## src/rtl/gin_pkg.sv

```systemverilog
// gin_pkg: definitions shared by the GIN transmitter (gin_driver) and gin_bus.
//   GIN_TAG_LENGTH / GIN_BITWIDTH : default tag and data widths
//   gin_state_e                   : driver FSM states (IDLE, PROG, RUN)
//   gin_pkt_t                     : tagged packet at the default widths
package gin_pkg;

  localparam int unsigned GIN_TAG_LENGTH = 4;
  localparam int unsigned GIN_BITWIDTH   = 16;

  typedef enum logic [1:0] {
    ST_IDLE = 2'd0,
    ST_PROG = 2'd1,
    ST_RUN  = 2'd2
  } gin_state_e;

  typedef struct packed {
    logic [GIN_TAG_LENGTH-1:0] tag;
    logic [GIN_BITWIDTH-1:0]   data;
  } gin_pkt_t;

endpackage

```

## src/rtl/gin_fifo.sv

```systemverilog
// gin_fifo: synchronous FIFO with full/empty flags, DEPTH a power of two.
//   clk, rstb      : clock, asynchronous active-low reset (empties the FIFO)
//   push, wdata    : write request/data; ignored when full
//   pop            : read request; ignored when empty
//   rdata          : head entry (valid while !empty)
//   full, empty    : occupancy flags, reflect the state before this edge
module gin_fifo #(
  parameter int unsigned WIDTH = 20,
  parameter int unsigned DEPTH = 4
) (
  input  logic             clk,
  input  logic             rstb,
  input  logic             push,
  input  logic [WIDTH-1:0] wdata,
  input  logic             pop,
  output logic [WIDTH-1:0] rdata,
  output logic             full,
  output logic             empty
);

  localparam int unsigned AW = (DEPTH > 1) ? $clog2(DEPTH) : 1;

  logic [WIDTH-1:0] mem_q [DEPTH];
  logic [AW-1:0]    wr_q;
  logic [AW-1:0]    rd_q;
  logic [AW:0]      cnt_q;
  logic             do_push;
  logic             do_pop;

  assign full    = (cnt_q == (AW+1)'(DEPTH));
  assign empty   = (cnt_q == '0);
  assign do_push = push && !full;
  assign do_pop  = pop && !empty;
  assign rdata   = mem_q[rd_q];

  // Pointers wrap naturally because DEPTH is a power of two.
  always_ff @(posedge clk or negedge rstb) begin
    if (!rstb) begin
      wr_q  <= '0;
      rd_q  <= '0;
      cnt_q <= '0;
    end else begin
      if (do_push) wr_q <= wr_q + AW'(1);
      if (do_pop)  rd_q <= rd_q + AW'(1);
      case ({do_push, do_pop})
        2'b10:   cnt_q <= cnt_q + (AW+1)'(1);
        2'b01:   cnt_q <= cnt_q - (AW+1)'(1);
        default: cnt_q <= cnt_q;
      endcase
    end
  end

  always_ff @(posedge clk) begin
    if (do_push) mem_q[wr_q] <= wdata;
  end

endmodule

```

## src/rtl/gin_driver.sv

```systemverilog
// gin_driver: transmitter side of the global input network.
// Programs the multicast controllers' tag IDs through the scan chain, then
// issues buffered tagged beats, each only when every controller whose tag
// matches is ready. Unmatched packets are dropped.
//   clk, rstb          : clock, asynchronous active-low reset
//   cfg_start          : request to (re)program tags (ignored while programming)
//   cfg_tag_id         : tag for controller k at [k*TAG_LENGTH +: TAG_LENGTH]
//   cfg_done           : one-cycle pulse after the last scan shift
//   in_valid/in_ready  : upstream handshake; in_tag/in_data packet contents
//   program_en         : scan-shift enable to gin_bus (its `program` input;
//                        `program` is a SystemVerilog keyword)
//   scan_tag_in        : scan data, entry NUM_CONTROLLERS-1 first
//   controller_enable  : one-cycle beat strobe; tag/data_source beat contents
//   controller_ready   : per-controller ready from gin_bus
//   busy               : programming, or packets buffered
//   drop_count         : only with GIN_DRIVER_DROP_CNT_EN; saturating count of
//                        unmatched-tag drops, cleared by reset and cfg_start
module gin_driver
  import gin_pkg::*;
#(
  parameter int unsigned BITWIDTH        = GIN_BITWIDTH,
  parameter int unsigned TAG_LENGTH      = GIN_TAG_LENGTH,
  parameter int unsigned NUM_CONTROLLERS = 10,
  parameter int unsigned FIFO_DEPTH      = 4
) (
  input  logic                                  clk,
  input  logic                                  rstb,
  input  logic                                  cfg_start,
  input  logic [TAG_LENGTH*NUM_CONTROLLERS-1:0] cfg_tag_id,
  output logic                                  cfg_done,
  input  logic                                  in_valid,
  output logic                                  in_ready,
  input  logic [TAG_LENGTH-1:0]                 in_tag,
  input  logic [BITWIDTH-1:0]                   in_data,
  output logic                                  program_en,
  output logic [TAG_LENGTH-1:0]                 scan_tag_in,
  output logic                                  controller_enable,
  output logic [TAG_LENGTH-1:0]                 tag,
  output logic [BITWIDTH-1:0]                   data_source,
  input  logic [NUM_CONTROLLERS-1:0]            controller_ready,
  output logic                                  busy
`ifdef GIN_DRIVER_DROP_CNT_EN
  ,
  output logic [7:0]                            drop_count
`endif
);

  localparam int unsigned CW = $clog2(NUM_CONTROLLERS + 1);

  gin_state_e               state_q;
  logic [CW-1:0]            cnt_q;
  logic [TAG_LENGTH-1:0]    shadow_q [NUM_CONTROLLERS];
  logic                     prog_q;
  logic [TAG_LENGTH-1:0]    scan_q;
  logic                     done_q;
  logic                     en_q;
  logic [TAG_LENGTH-1:0]    tag_q;
  logic [BITWIDTH-1:0]      data_q;

  logic [TAG_LENGTH+BITWIDTH-1:0] fifo_rdata;
  logic                     fifo_full;
  logic                     fifo_empty;
  logic                     push;
  logic                     pop;
  logic [TAG_LENGTH-1:0]    head_tag;
  logic [BITWIDTH-1:0]      head_data;
  logic [NUM_CONTROLLERS-1:0] match;
  logic                     cfg_accept;
  logic                     issue;
  logic                     drop;
  logic [TAG_LENGTH-1:0]    scan_sel;

  assign in_ready          = !fifo_full;
  assign push              = in_valid && in_ready;
  assign head_tag          = fifo_rdata[BITWIDTH +: TAG_LENGTH];
  assign head_data         = fifo_rdata[BITWIDTH-1:0];
  assign busy              = (state_q == ST_PROG) || !fifo_empty;
  assign program_en        = prog_q;
  assign scan_tag_in       = scan_q;
  assign cfg_done          = done_q;
  assign controller_enable = en_q;
  assign tag               = tag_q;
  assign data_source       = data_q;

  gin_fifo #(
    .WIDTH (TAG_LENGTH + BITWIDTH),
    .DEPTH (FIFO_DEPTH)
  ) u_fifo (
    .clk   (clk),
    .rstb  (rstb),
    .push  (push),
    .wdata ({in_tag, in_data}),
    .pop   (pop),
    .rdata (fifo_rdata),
    .full  (fifo_full),
    .empty (fifo_empty)
  );

  always_comb begin
    match = '0;
    for (int unsigned k = 0; k < NUM_CONTROLLERS; k++) begin
      match[k] = (shadow_q[k] == head_tag);
    end
    cfg_accept = cfg_start && (state_q != ST_PROG);
    // Decisions use the table in force before this edge, so a beat that
    // coincides with a re-programming request still goes out.
    issue = (state_q == ST_RUN) && !fifo_empty && (match != '0) &&
            ((controller_ready & match) == match);
    drop  = (state_q == ST_RUN) && !fifo_empty && (match == '0);
    pop   = issue || drop;
    // Shift order: entry NUM_CONTROLLERS-1 first so controller k ends with entry k.
    scan_sel = '0;
    for (int unsigned k = 0; k < NUM_CONTROLLERS; k++) begin
      if (32'(cnt_q) == NUM_CONTROLLERS - 1 - k) scan_sel = shadow_q[k];
    end
  end

  always_ff @(posedge clk or negedge rstb) begin
    if (!rstb) begin
      state_q <= ST_IDLE;
      cnt_q   <= '0;
      prog_q  <= 1'b0;
      scan_q  <= '0;
      done_q  <= 1'b0;
      en_q    <= 1'b0;
      tag_q   <= '0;
      data_q  <= '0;
      for (int unsigned k = 0; k < NUM_CONTROLLERS; k++) shadow_q[k] <= '0;
    end else begin
      en_q   <= issue;
      done_q <= 1'b0;
      if (issue) begin
        tag_q  <= head_tag;
        data_q <= head_data;
      end
      if (cfg_accept) begin
        for (int unsigned k = 0; k < NUM_CONTROLLERS; k++) begin
          shadow_q[k] <= cfg_tag_id[k*TAG_LENGTH +: TAG_LENGTH];
        end
        state_q <= ST_PROG;
        cnt_q   <= '0;
      end else begin
        case (state_q)
          ST_PROG: begin
            // NUM_CONTROLLERS shift cycles, then one cycle to signal completion.
            if (32'(cnt_q) < NUM_CONTROLLERS) begin
              prog_q <= 1'b1;
              scan_q <= scan_sel;
              cnt_q  <= cnt_q + CW'(1);
            end else begin
              prog_q  <= 1'b0;
              scan_q  <= '0;
              done_q  <= 1'b1;
              state_q <= ST_RUN;
            end
          end
          default: ;
        endcase
      end
    end
  end

`ifdef GIN_DRIVER_DROP_CNT_EN
  logic [7:0] drop_cnt_q;
  assign drop_count = drop_cnt_q;

  always_ff @(posedge clk or negedge rstb) begin
    if (!rstb) begin
      drop_cnt_q <= '0;
    end else if (cfg_accept) begin
      drop_cnt_q <= '0;
    end else if (drop && (drop_cnt_q != 8'hFF)) begin
      drop_cnt_q <= drop_cnt_q + 8'd1;
    end
  end
`endif

endmodule
```

## config.mk

```make
export PLATFORM = sky130hd
export DESIGN_NAME = gin_driver
export DESIGN_NICKNAME = d
export VERILOG_FILES = /design/src/rtl/gin_pkg.sv /design/src/rtl/gin_fifo.sv /design/src/rtl/gin_driver.sv
export SDC_FILE = /design/constraint.sdc
export NUM_CORES = 1
export LEC_CHECK = 0
export ABC_AREA = 1
export BUFFER_PORTS_ARGS = -buffer_cell sky130_fd_sc_hd__buf_2
export CAP_MARGIN = 10
export CELL_PAD_IN_SITES_DETAIL_PLACEMENT = 1
export CELL_PAD_IN_SITES_GLOBAL_PLACEMENT = 1
export CORE_MARGIN = 2
export CORE_UTILIZATION = 45
export DETAILED_ROUTE_END_ITERATION = 6
export PLACE_DENSITY_LB_ADDON = 0.1
export SYNTH_ARGS = -nofsm -noshare
export SYNTH_HDL_FRONTEND = slang
export SYNTH_SLANG_ARGS = --single-unit
```

## constraint.sdc

```tcl
create_clock -name clk -period 5.4 [get_ports clk]
set_input_delay 0.81 -clock clk [delete_from_list [all_inputs] [get_ports clk]]
set_output_delay 0.81 -clock clk [all_outputs]
set_load 0.1 [all_outputs]
```

; Word level (Yosys, flattened, before mapping)
; Memories as Yosys holds them, arrays and structs flattened.
; Index checks and enable logic that the tools add are counted.
[op_classes]
bitwise = 2
n_div = 0
order_cmp = 1
reduce_logical = 22
shifts = 0
eq_ne = 27
multipliers = 0
addsub = 5
n_mux = 24
[op_table]
columns = cell, count
row1 = $mux W4, 14
row2 = $eq A4 B4 Y1, 10
row3 = $eq A4 B3 Y1 const B, 4
row4 = $and A10 B10 Y10, 1
row5 = $eq A10 B10 Y1, 1
row6 = $logic_not A10 Y1, 1
row7 = $reduce_bool A10 Y1, 1
row8 = $eq A4 B2 Y1 const B, 2
row9 = $eq A4 B4 Y1 const B, 2
row10 = $logic_and A1 B1 Y1, 8
row11 = $mux W1, 6
row12 = $mux W2, 3
row13 = $pmux W3 S2, 1
row14 = $reduce_and A2 Y1, 3
row15 = $reduce_bool A2 Y1, 3
row16 = $add A2 B1 Y2 const B, 2
row17 = $add A4 B1 Y4 const B, 1
row18 = $eq A2 B1 Y1 const B, 2
row19 = $eq A2 B2 Y1 const B, 2
row20 = $eq A4 B1 Y1 const B, 1
row21 = $logic_not A4 Y1, 1
row22 = $lt A4 B4 Y1 const B, 1
row23 = $add A3 B1 Y3 const B, 1
row24 = $eq A3 B3 Y1 const B, 1
row25 = 7 further kinds, 9
[totals]
register_bits = 80
output_inout_bits = 29
elab_cells = 103
rom_bits = 0
in_bits = 74
mem_bits_rw = 80
memories = 1
latch_bits = 0
[memory_table]
columns = name, depth, width, rd, rd_ports_with_merged_regs, write_ports, line
row1 = u_fifo.mem_q, 4, 20, 1, 0, 1, gin_fifo.sv:23  ; logic [WIDTH-1:0] mem_q [DEPTH];

; Logic depth before layout (Yosys ltp)
; Gate-level depths: netlist of run 1.
[logic_depth]
ltp_word = 12
depth_mapped = 22
mapped_depth_nobuf = 19

; By module
; From an unflattened synthesis of run 1, not the netlist that was laid out.
[hier_totals]
hier_cells = 814
hier_area_um2 = 7656.1
[by_module_without_submodules]
columns = module, area_each_um2, seq_area_each_um2, cells_each, n_inst
row1 = gin_driver, 4006.3, 1826.8, 520, 1
row2 = gin_fifo, 3649.8, 2577.5, 294, 1

; Least setup slack after synthesis of run 1
; OpenSTA, ideal clock, no wires.
[synth_timing]
path_kind = reg-to-reg
start = reg u_fifo.cnt_q[0]
end = mem u_fifo.mem_q[0][0] (enable)
t_arrival_ns = 2.529
stages_incl_launch_ff = 5
slack_ns = 2.474
cell_sequence = dfrtp_1 > inv_1 > nand3_1 > nand2_1 > nor2_1
[synth_between]
elab_chain_len = 6
[synth_lines]
columns = item, line
row1 = from (decl), gin_fifo.sv:26  ; logic [AW:0] cnt_q;
row2 = from (signal assigned), gin_fifo.sv:46  ; 2'b10: cnt_q <= cnt_q + (AW+1)'(1);
row3 = from (signal assigned), gin_fifo.sv:47  ; 2'b01: cnt_q <= cnt_q - (AW+1)'(1);
row4 = from (signal assigned), gin_fifo.sv:48  ; default: cnt_q <= cnt_q;
row5 = $eq A3 B3 Y1 (*), gin_fifo.sv:30  ; assign full = (cnt_q == (AW+1)'(DEPTH));
row6 = $logic_not A1 Y1 (*), gin_driver.sv:73  ; assign in_ready = !fifo_full;
row7 = net in_ready, gin_driver.sv:32  ; output logic in_ready,
row8 = $logic_and A1 B1 Y1, gin_driver.sv:74  ; assign push = in_valid && in_ready;
row9 = $logic_and A1 B1 Y1 (*), gin_fifo.sv:32  ; assign do_push = push && !full;
row10 = $mux W1 (*), gin_fifo.sv:54  ; if (do_push) mem_q[wr_q] <= wdata;
row11 = $mux W1 (not written as such) (*), gin_fifo.sv:54
row12 = to (decl), gin_fifo.sv:23
; The timed path passes the listed nets; every way through them passes the cells marked *.

; Worst setup path after layout of run 1
[layout_timing]
start = reg u_fifo.rd_q[1]
end = reg u_fifo.cnt_q[2]
[layout_between]
elab_chain_len = 9
elab_cells_between_ends = 24
[layout_lines]
columns = item, line
row1 = from (decl), gin_fifo.sv:25  ; logic [AW-1:0] rd_q;
row2 = from (signal assigned), gin_fifo.sv:44  ; if (do_pop) rd_q <= rd_q + AW'(1);
row3 = $mem_v2 Z4 W20 (*), n/a
row4 = $eq A4 B4 Y1, gin_driver.sv:102  ; match[k] = (shadow_q[k] == head_tag);
row5 = $and A10 B10 Y10 or $reduce_bool A10 Y1 (tied branches), "gin_driver.sv:108, gin_driver.sv:107"
row6 = $eq A10 B10 Y1 or $logic_and A1 B1 Y1 (tied branches), "gin_driver.sv:108, gin_driver.sv:107"
row7 = $logic_and A1 B1 Y1, gin_driver.sv:107  ; issue = (state_q == ST_RUN) && !fifo_empty && (match != '0) &&
row8 = $logic_or A1 B1 Y1 (*), gin_driver.sv:110  ; pop = issue || drop;
row9 = $logic_and A1 B1 Y1 (*), gin_fifo.sv:33  ; assign do_pop = pop && !empty;
row10 = $eq A2 B1 Y1 or $eq A2 B2 Y1 (tied branches), gin_fifo.sv:45  ; case ({do_push, do_pop})
row11 = $pmux W3 S2 or $reduce_bool A2 Y1 (tied branches), n/a
; Every way passes the cells marked *; elsewhere a longest branch is shown, timed or not.
; A chain may end at the register's enable or synchronous reset.

==> reports/qor.yml, run 1 <==
status: "finished clean"
p_leak_nw: 4.230
root_buffer: "clkbuf_16"
core_um2: 17840
postCtsHoldBufs: 0
antenna_found_initial: 0
crit_buf_inv: 4
final_area_um2: 9279
worst_setup_path_end_kind: "register"
yosys_register_bits: 160
timing.final.hold_violations: 0
hold_path_class: "in2async"
setup_tns_ns: 0
start_util_pct: 45.40
die_x_um: 138.2
cts.sinks: 160
insertion_delay_ns: 0.43
synth_cell_types: 38
io_buffer_count: 102
cp.required_ns: 5.71
grt_pass1_wl_mm: 36.16
finalCriticalPeriod_ns: 4.232
drive_gt1_share_pct: 20.28
post-route-period-util_pct: 78.36
whs_ns: 0.3284
place_hpwl_mm: 16.03
h-tree-depth: 4
placed_area_um2: 8726
synthArstFlopShare_pct: 50.00
yosys_warnings: 0
first_global_vias: 6483
drv_cap: 0
rr_worst_depth: 18
worst_slack_ns: 1.169
cp.arrival_ns: 4.55
worst-path-max-fanout: 23
crit_top_cell: "nand2_1"
cts_tree: "done"
powerDensity_nw_per_um2: 705.9
drc: 0
clock_path_buffers: 2
vdd_drop_max_mv: 0.4200
max_clock_freq_mhz: 236.3
crit_type: "reg2reg"
worstPathCellList: "buf_4 > inv_2 > nand3_1 > nand2_1 > nand2_1 > nand2_1 > nor2_1 > nand3_1 > nand2_1 > nor2_2 > inv_2 > nor2_8 > ha_1 > inv_1 > fa_1 > a21oi_1 > o21ai_0 > xnor2_1"
dr_total_vias: 6440
worst_setup_path_start_kind: "register"
rsz0062_at_grt: "false"
netlist_area_um2: 8100
maxSlewViolCount: 0
worstReg2RegEnd: "u_fifo.cnt_q[2]$_DFFE_PN0P_"
grt_max_degree: 46
firstDrtPassIters: 5
antennaDiodeCount: 0
area_growth_pct: 14.55
r2r_slack_ns: 1.17
cts_resized: 0
tightest_slew_ns: 0.8714
post-place-ws_ns: 1.203
slowest_delay_ns: 0.52
final.setup_skew_ns: 0.01071
die_h_um: 138.2
critical_path.top_delay_family: "simple AND/OR/NAND/NOR gates"
slowest_stage: "nand2_1"
synth.avg_cell_area_um2: 9.040
grt_overflow: 0
setup_viol: 0
synth_edf_count: 80
dieArea_um2: 19090
routabilityCongestion: 0.8985
clkSlewWorstSetupHoldPaths_ns: 0.07
nets: 1072
maxSlewHeadroom_pct: 41.77
cts_buffers: 17
drtIter0Drc: 439
ys_seq_area_share_pct: 54.37
wire_per_inst_um: 18.36
finalWirelength_mm: 22.58
synthCells: 896
postCtsSetupBuffers: 0
grt_util_all_layers_pct: 24.14
synth_fp_nets: 980
synthFlopType: "edfxtp_1"
r2r_start: "u_fifo.rd_q[1]$_DFFE_PN0P_"
postRouteAntennaNets: 0
row_count: 49
via_per_inst: 5.236
io_pins: 103
-- metrics by stage --
stage                     util, %  std cells  total power [mW]
after CTS                   52.01       1230             6.574
after global routing        52.01       1230             7.005
after detailed placement    48.91       1198             5.390
after global placement      48.91       1198             5.315
after floorplan                 -        896             4.629
final                       52.01       1230             6.550
-- logic make-up (layout without fill, tap and decap cells) --
group,after synthesis,in the layout,share of synthesized area (%)
xor gates and xnor gates,5,5,0.5407
AOI/OAI and AO/OA,137,137,10.32
DFF,160,160,54.37
and+or+nand+nor,433,433,24.82
buffers and inverters,151,256,8.310
adders and majority gates,10,10,1.637
-- final cells by class --
cell class | instances | area [um^2]
flip-flops and latches | 160 | 4404
inverters | 113 | 424.2
clock inverters | 14 | 123.9
clock buffers | 18 | 429.2
repair buffers | 111 | 580.6
multi-input cells | 585 | 3030
fillers | 2145 | 8562
well taps | 229 | 286.5
-- layer usage --
layer	vias to the layer above	part of all wire, %	GRT usage, %	wire (um)
met2	178	45	36.37	10180
li1	3100	-	-	-
met3	22	4.9	4.468	1105
met1	3140	49	36.37	11030
met5	-	0	0	0
met4	0	1.2	5.908	268
-- placed cells by master, fill, tap and decap left out, drive strengths merged, types with 2 or more instances in the layout --
master	instances
a21oi	11
edfxtp	80
nand2	255
nor3	2
clkinvlp	4
xnor2	3
clkbuf	18
ha	9
o21ai	83
inv	118
nand4	5
nand3	81
clkinv	5
xor2	2
dfrtp	80
o22ai	17
nand3b	12
nor2	78
o221ai	2
buf	111
o21bai	21
-- how the worst max path moves through the flow --
stage | start | to | slack, ns | cells after the start
3_5_place_dp | u_fifo.rd_q[1]$_DFFE_PN0P_ | u_fifo.cnt_q[2]$_DFFE_PN0P_ | 1.20 | 18
4_1_cts | u_fifo.rd_q[1]$_DFFE_PN0P_ | u_fifo.cnt_q[2]$_DFFE_PN0P_ | 1.16 | 18
5_1_grt | u_fifo.rd_q[1]$_DFFE_PN0P_ | u_fifo.cnt_q[2]$_DFFE_PN0P_ | 0.81 | 18
2_1_floorplan | u_fifo.cnt_q[0]$_DFFE_PN0P_ | u_fifo.mem_q[0][0]$_DFFE_PP_ | 2.47 | 4
3_3_place_gp | u_fifo.rd_q[1]$_DFFE_PN0P_ | u_fifo.cnt_q[2]$_DFFE_PN0P_ | 1.42 | 18
6_report | u_fifo.rd_q[1]$_DFFE_PN0P_ | u_fifo.cnt_q[2]$_DFFE_PN0P_ | 1.17 | 18
-- registers in the layout, summed over array words and instances, names as in the netlist, 2 cells and up --
signal / flops
tag: 4
u_fifo.rd_q: 2
state_q: 2
u_fifo.mem_q: 80
cnt_q: 4
u_fifo.wr_q: 2
u_fifo.cnt_q: 3
scan_tag_in: 4
shadow_q: 40
data_source: 16
-- cells in the mapped netlist (2+ instances only) --
master	number	share of area, %
buf_4	9	0.83
o21bai_1	5	0.46
o22ai_1	17	1.3
nor2_4	2	0.28
inv_2	5	0.23
a21oi_1	11	0.68
buf_6	6	0.83
nand2_4	2	0.28
nand2_2	7	0.54
nor3_1	2	0.12
o21ai_0	82	5.1
nand4_1	5	0.39
o21bai_2	16	2.2
nor2_2	2	0.15
clkbuf_1	15	0.70
inv_1	107	5.0
ha_1	9	1.4
nand3b_1	12	1.1
xor2_1	2	0.22
edfxtp_1	80	30
nand3_2	21	2.6
buf_2	4	0.25
nor2_1	73	3.4
o221ai_1	2	0.22
buf_1	2	0.093
nand3_4	4	0.87
nand3_1	56	3.5
nand2_1	246	11
buf_8	2	0.37
dfrtp_1	80	25
xnor2_1	3	0.32
-- power by group --
group / leakage [nW] / internal [mW] / total [mW] / switching, mW
clock network: 0.260 / 0.603 / 1.15 / 0.545
logic: 2.29 / 0.815 / 3.46 / 2.65
registers: 1.68 / 1.69 / 1.94 / 0.243
total: 4.23 / 3.11 / 6.55 / 3.44
(Power assumes the default switching activity.)
==> inputs of run 2 (changes only) <==
--- a/config.mk
+++ b/config.mk
@@ -5,7 +5,7 @@
 export SDC_FILE = /design/constraint.sdc
 export NUM_CORES = 1
 export LEC_CHECK = 0
-export ABC_AREA = 1
+export ABC_AREA = 0
 export BUFFER_PORTS_ARGS = -buffer_cell sky130_fd_sc_hd__buf_2
 export CAP_MARGIN = 10
 export CELL_PAD_IN_SITES_DETAIL_PLACEMENT = 1
==> constraint.sdc (replaced) <==
create_clock -name clk -period 4.1 [get_ports clk]
set_input_delay 0.615 -clock clk [delete_from_list [all_inputs] [get_ports clk]]
set_output_delay 0.615 -clock clk [all_outputs]
set_load 0.1 [all_outputs]
==> reports/qor.yml, run 2 <==
die_h_um: 130.3  # was 138.2 um
finalCriticalPeriod_ns: 3.596  # was 4.232 ns
cts_buffers: 17  # unchanged
maxSlewViolCount: 0  # unchanged
root_buffer: "clkbuf_16"  # unchanged
worst-path-max-fanout: 11  # was 23
final.setup_skew_ns: 0.009007  # was 0.01071 ns
synth.avg_cell_area_um2: 15.14  # was 9.040 um^2
maxSlewHeadroom_pct: 22.89  # was 41.77%
routabilityCongestion: 0.8899  # was 0.8985
clock_path_buffers: 2  # unchanged
p_int_mw: 4.257  # was 3.113 mW
dr_total_vias: 4221  # was 6440
cts_tree: "done"  # unchanged
final_area_um2: 8412  # was 9279 um^2
postCtsSetupBuffers: 0  # unchanged
pwr-share-seq_pct: 36.7  # was 29.6%
worst_slack_ns: 0.5040  # was 1.169 ns
synthFlopType: "edfxtp_1"  # unchanged
synth_edf_count: 80  # unchanged
synthTopCellsByArea: "edfxtp_1, dfrtp_1, mux2_2, xnor2_1, mux2_4"  # was edfxtp_1, dfrtp_1, nand2_1, o21ai_0, inv_1
r2r_slack_ns: 0.50  # was 1.17 ns
postCtsHoldBufs: 0  # unchanged
drtIter0Drc: 190  # was 439
tightest_slew_ns: 1.157  # was 0.8714 ns
synth_cell_types: 44  # was 38
nets: 660  # was 1072
timing.final.hold_violations: 0  # unchanged
antenna_found_initial: 0  # unchanged
netlist.area_leader.share_pct: 33.47  # was 29.66%
power.share.combinational_pct: 42.9  # was 52.9%
insertion_delay_ns: 0.42  # was 0.43 ns
rsz0062_at_grt: "false"  # unchanged
layout_commonest_cell: "buf_2"  # was nand2_1
rr_worst_depth: 13  # was 18
p_total_mw: 7.309  # was 6.550 mW
via_per_inst: 5.243  # was 5.236
grt_pass1_wl_mm: 25.90  # was 36.16 mm
postRouteAntennaNets: 0  # unchanged
drv_cap: 0  # unchanged
yosys_register_bits: 160  # unchanged
swShare_pct: 41.77  # was 52.48%
vdd_drop_max_mv: 0.4392  # was 0.4200 mV
setup_viol: 0  # unchanged
io_buffer_count: 102  # unchanged
post-route-period-util_pct: 87.71  # was 78.36%
firstDrtPassIters: 4  # was 5
status: "finished clean"  # unchanged
placed_area_um2: 7865  # was 8726 um^2
cts.sinks: 160  # unchanged
p_leak_nw: 3.454  # was 4.230 nW
worst_setup_path_end_kind: "register"  # unchanged
setup_tns_ns: 0  # unchanged
cp.required_ns: 4.44  # was 5.71 ns
synthCells: 474  # was 896
post-place-ws_ns: 0.4981  # was 1.203 ns
cp-endpoint: "u_fifo.cnt_q[2]$_DFFE_PN0P_"  # unchanged
synth_common_cells: "dfrtp_1, edfxtp_1, xnor2_1"  # was nand2_1, inv_1, o21ai_0
grt_max_degree: 81  # was 46
netlist_area_um2: 7177  # was 8100 um^2
die_x_um: 130.3  # was 138.2 um
final_core_util_pct: 53.54  # was 52.01%
r2r_start: "u_fifo.rd_q[0]$_DFFE_PN0P_"  # was u_fifo.rd_q[1]$_DFFE_PN0P_
io_pins: 103  # unchanged
p_clk_share_pct: 20.3  # was 17.5%
antennaDiodeCount: 0  # unchanged
p_switching_mw: 3.053  # was 3.437 mW
start_util_pct: 45.68  # was 45.40%
powerDensity_nw_per_um2: 869.0  # was 705.9 nW/um^2
finalWirelength_mm: 16.41  # was 22.58 mm
cp.arrival_ns: 3.94  # was 4.55 ns
first_global_vias: 4562  # was 6483
clkSlewWorstSetupHoldPaths_ns: 0.06  # was 0.07 ns
yosys_warnings: 0  # unchanged
core_um2: 15710  # was 17840 um^2
synthArstFlopShare_pct: 50.00  # unchanged
hold_path_class: "in2async"  # unchanged
largest_register_ffs: 80  # unchanged
dieArea_um2: 16970  # was 19090 um^2
drive_gt1_share_pct: 36.33  # was 20.28%
worst_setup_path_start_kind: "register"  # unchanged
final_cell_mix: "buf_2, dfrtp_1, edfxtp_1"  # was nand2_1, inv_1, buf_2
drc: 0  # unchanged
h-tree-depth: 4  # unchanged
area_growth_pct: 17.21  # was 14.55%
max_clock_freq_mhz: 278.1  # was 236.3 MHz
synth_fp_nets: 558  # was 980
wire_per_inst_um: 20.39  # was 18.36 um
ys_seq_area_share_pct: 61.37  # was 54.37%
worstReg2RegEnd: "u_fifo.cnt_q[2]$_DFFE_PN0P_"  # unchanged
grt_overflow: 0  # unchanged
synth_top_area_cell: "edfxtp_1"  # unchanged
cts_resized: 0  # unchanged
crit_type: "reg2reg"  # unchanged
largest-register: "u_fifo.mem_q"  # unchanged
grt_util_all_layers_pct: 20.92  # was 24.14%
row_count: 46  # was 49
place_hpwl_mm: 11.32  # was 16.03 mm
crit_start: "u_fifo.rd_q[0]$_DFFE_PN0P_"  # was u_fifo.rd_q[1]$_DFFE_PN0P_
run 2: worst min-delay path by stage:
stage	slack, ns	cells after the start	start	endpoint
after floorplan	0.32	0	rstb	cfg_done$_DFF_PN0_
after global placement	0.48	2	program_en$_DFFE_PN0P_	program_en$_DFFE_PN0P_
after detailed placement	0.49	2	program_en$_DFFE_PN0P_	program_en$_DFFE_PN0P_
after CTS	0.39	1	in_data[5]	u_fifo.mem_q[2][5]$_DFFE_PP_
after global routing	0.40	1	in_data[5]	u_fifo.mem_q[2][5]$_DFFE_PP_
final	0.35	1	rstb	shadow_q[15]$_DFFE_PN0P_
run 2: metal layers:
metal / track usage [%] / routed length (um)
met1: 26.24 / 7020
met2: 36.40 / 8383
met3: 4.674 / 744
met4: 6.388 / 265
met5: 0 / 0
run 2: cell type report:
type | count | area [um^2]
fillers | 1560 | 7301
flip-flops and latches | 160 | 4404
multi-input cells | 278 | 2591
repair buffers | 108 | 558.0
clock buffers | 21 | 440.4
well taps | 216 | 270.3
clock inverters | 11 | 106.4
inverters | 11 | 41.29
run 2: power groups by stage:
stage / clock (mW) / combinational, mW / sequential (mW)
after floorplan: 0 / 1.96 / 3.18
after global placement: 0 / 3.08 / 2.71
after detailed placement: 0 / 3.14 / 2.71
after CTS: 1.52 / 3.18 / 2.69
after global routing: 1.58 / 3.39 / 2.75
final: 1.49 / 3.14 / 2.68
run 2: logic make-up after synthesis:
group | share of synthesized area [%]
buffers and inverters | 2.528
flip-flops | 61.37
XOR/XNOR | 5.614
adder cells (fa/ha/maj) | 1.848
multiplexers | 17.29
AO/OA/AOI/OAI | 5.265
AND/OR/NAND/NOR | 6.084
run 2: critical path, cell delays in order (launching register included):
cell,delay [ns]
dfrtp_1,0.48
mux4_1,0.91
xnor2_1,0.25
nand4_2,0.15
o21ai_2,0.07
nor4_4,0.40
nand2_1,0.14
inv_1,0.09
ha_1,0.18
inv_1,0.06
fa_1,0.37
xor2_1,0.15
nor2_1,0.11
xor2_1,0.15
run 2: metrics by stage:
step	hold slack [ns]	instances
after floorplan	0.3194	474
after global placement	0.4775	773
after detailed placement	0.4911	773
after CTS	0.3858	805
after global routing	0.3969	805
final	0.3480	805
==> inputs of run 3 (changes only) <==
--- a/config.mk
+++ b/config.mk
@@ -11,9 +11,10 @@
 export CELL_PAD_IN_SITES_DETAIL_PLACEMENT = 1
 export CELL_PAD_IN_SITES_GLOBAL_PLACEMENT = 1
 export CORE_MARGIN = 2
-export CORE_UTILIZATION = 45
+export CORE_UTILIZATION = 30
 export DETAILED_ROUTE_END_ITERATION = 6
 export PLACE_DENSITY_LB_ADDON = 0.1
+export SKIP_CTS_REPAIR_TIMING = 1
 export SYNTH_ARGS = -nofsm -noshare
 export SYNTH_HDL_FRONTEND = slang
 export SYNTH_SLANG_ARGS = --single-unit
==> constraint.sdc (replaced) <==
create_clock -name clk -period 3.5 [get_ports clk]
set_input_delay 0.525 -clock clk [delete_from_list [all_inputs] [get_ports clk]]
set_output_delay 0.525 -clock clk [all_outputs]
set_load 0.1 [all_outputs]
==> reports/qor.yml, run 3 (same netlist as run 2, synthesis figures left out) <==
largest_register_ffs: 80  # unchanged
io_pins: 103  # unchanged
post-route-period-util_pct: 91.42  # was 87.71%
r2r_start: "u_fifo.rd_q[0]$_DFFE_PN0P_"  # unchanged
final_area_um2: 8701  # was 8412 um^2
insertion_delay_ns: 0.43  # was 0.42 ns
timing.final.hold_violations: 0  # unchanged
maxSlewViolCount: 0  # unchanged
grt_max_degree: 63  # was 81
powerDensity_nw_per_um2: 1016  # was 869.0 nW/um^2
drc: 0  # unchanged
routabilityCongestion: 0.7730  # was 0.8899
first_global_vias: 4803  # was 4562
crit_buf_inv: 2  # unchanged
drive_gt1_share_pct: 39.04  # was 36.33%
routed-wl-met2_mm: 9.416  # was 8.383 mm
finalWirelength_mm: 18.68  # was 16.41 mm
setup_viol: 0  # unchanged
dr_total_vias: 4333  # was 4221
p_total_mw: 8.841  # was 7.309 mW
row_count: 56  # was 46
place_hpwl_mm: 13.11  # was 11.32 mm
rsz0062_at_grt: "false"  # unchanged
cts_tree: "done"  # unchanged
cts.sinks: 160  # unchanged
finalCriticalPeriod_ns: 3.200  # was 3.596 ns
max_clock_freq_mhz: 312.5  # was 278.1 MHz
drtIter0Drc: 151  # was 190
firstDrtPassIters: 4  # unchanged
layout_commonest_cell: "buf_2"  # unchanged
crit_type: "reg2reg"  # unchanged
postRouteAntennaNets: 0  # unchanged
die_h_um: 158.7  # was 130.3 um
io_buffer_count: 102  # unchanged
placed_area_um2: 8109  # was 7865 um^2
maxSlewHeadroom_pct: 43.31  # was 22.89%
via_per_inst: 4.700  # was 5.243
cts_buffers: 17  # unchanged
drv_cap: 0  # unchanged
area_growth_pct: 21.23  # was 17.21%
final_cell_mix: "buf_2, edfxtp_1, dfrtp_1"  # was buf_2, dfrtp_1, edfxtp_1
slowest_delay_ns: 0.69  # was 0.91 ns
root_buffer: "clkbuf_16"  # unchanged
setup_tns_ns: 0  # unchanged
wire_per_inst_um: 20.26  # was 20.39 um
grt_overflow: 0  # unchanged
worst_setup_path_start_kind: "register"  # unchanged
nets: 673  # was 660
dr.max_layer_used: "met5"  # was met4
worst-path-max-fanout: 8  # was 11
worst_setup_path_end_kind: "register"  # unchanged
final.setup_skew_ns: 0.01482  # was 0.009007 ns
worstPathCellList: "mux4_2 > xnor2_1 > nand4_2 > o21ai_2 > nor4_4 > nand2_1 > inv_1 > ha_1 > inv_1 > fa_1 > xor2_1 > nor2_1 > xor2_1"  # was mux4_1 > xnor2_1 > nand4_2 > o21ai_2 > nor4_4 > nand2_1 > inv_1 > ha_1 > inv_1 > fa_1 > xor2_1 > nor2_1 > xor2_1
post-place-ws_ns: 0.05050  # was 0.4981 ns
antenna_found_initial: 3  # was 0
m1WireLength_mm: 7.948  # was 7.020 mm
clkSlewWorstSetupHoldPaths_ns: 0.07  # was 0.06 ns
cp.required_ns: 3.85  # was 4.44 ns
cp.arrival_ns: 3.55  # was 3.94 ns
dieArea_um2: 25180  # was 16970 um^2
wl_met3_um: 961  # was 744 um
crit_start: "u_fifo.rd_q[0]$_DFFE_PN0P_"  # unchanged
start_util_pct: 30.58  # was 45.68%
die_x_um: 158.7  # was 130.3 um
largest-register: "u_fifo.mem_q"  # unchanged
critical_path.top_delay_family: "simple AND/OR/NAND/NOR gates"  # was multiplexers
hold_path_class: "in2async"  # unchanged
clock_path_buffers: 2  # unchanged
h-tree-depth: 4  # unchanged
tightest_slew_ns: 0.8503  # was 1.157 ns
worst_slack_ns: 0.3003  # was 0.5040 ns
core_um2: 23470  # was 15710 um^2
vdd_drop_max_mv: 0.4289  # was 0.4392 mV
grt_util_all_layers_pct: 15.85  # was 20.92%
grt_pass1_wl_mm: 28.66  # was 25.90 mm
status: "finished clean"  # unchanged
slowest_stage: "mux4_2"  # was mux4_1
p_leak_nw: 3.548  # was 3.454 nW
[run 3: cell types whose count changed in the layout (fill, tap and decap cells not counted), moves of 3 or more]
cell / previous run / this run
clkinv_8: 0 / 3
buf_4: 7 / 18
inv_6: 4 / 1
mux4_2: 11 / 14
inv_8: 0 / 7
clkbuf_1: 4 / 0
mux4_1: 9 / 6
[run 3: routing by layer]
layer | global-route usage, % | vias up
li1 | - | 1985
met1 | 19.23 | 2228
met2 | 27.38 | 96
met3 | 4.518 | 22
met4 | 4.719 | 2
met5 | 0 | -
[run 3: per-stage QoR]
step	hold WS, ns	util, %	cells
global placement	0.4867	34.55	888
floorplan	0.2294	-	474
global route	0.2758	37.06	921
finish	0.2070	37.07	922
detailed placement	0.4983	34.55	888
CTS	0.2431	37.07	920
[run 3: path summary, 6_finish.rpt]
kind,to,slack [ns],cells after the start
setup / recovery,u_fifo.cnt_q[2]$_DFFE_PN0P_,0.30,13
hold / removal,shadow_q[12]$_DFFE_PN0P_,0.21,1
setup reg to reg,u_fifo.cnt_q[2]$_DFFE_PN0P_,0.30,13
hold reg to reg,program_en$_DFFE_PN0P_,0.50,2
max in group asynchronous,tag[0]$_DFFE_PN0N_,2.59,2
min in group clk,u_fifo.mem_q[2][4]$_DFFE_PP_,0.30,1
[run 3: final cells by class]
cell class	count	area [um^2]
clock buffer	17	425.4
tap	319	399.1
multi-input combinational	278	2580
inverter	11	41.29
sequential	160	4405
fill	2446	14770
clock inverter	15	166.4
antenna	1	2.502
timing repair buffer	121	680.7
[run 3: report_power, final]
part | internal [mW] | switching, mW | leakage, nW | total [mW]
combinational | 1.48 | 2.34 | 1.55 | 3.81
clock | 0.962 | 0.896 | 0.289 | 1.86
sequential | 2.61 | 0.565 | 1.71 | 3.17
total | 5.04 | 3.80 | 3.55 | 8.84
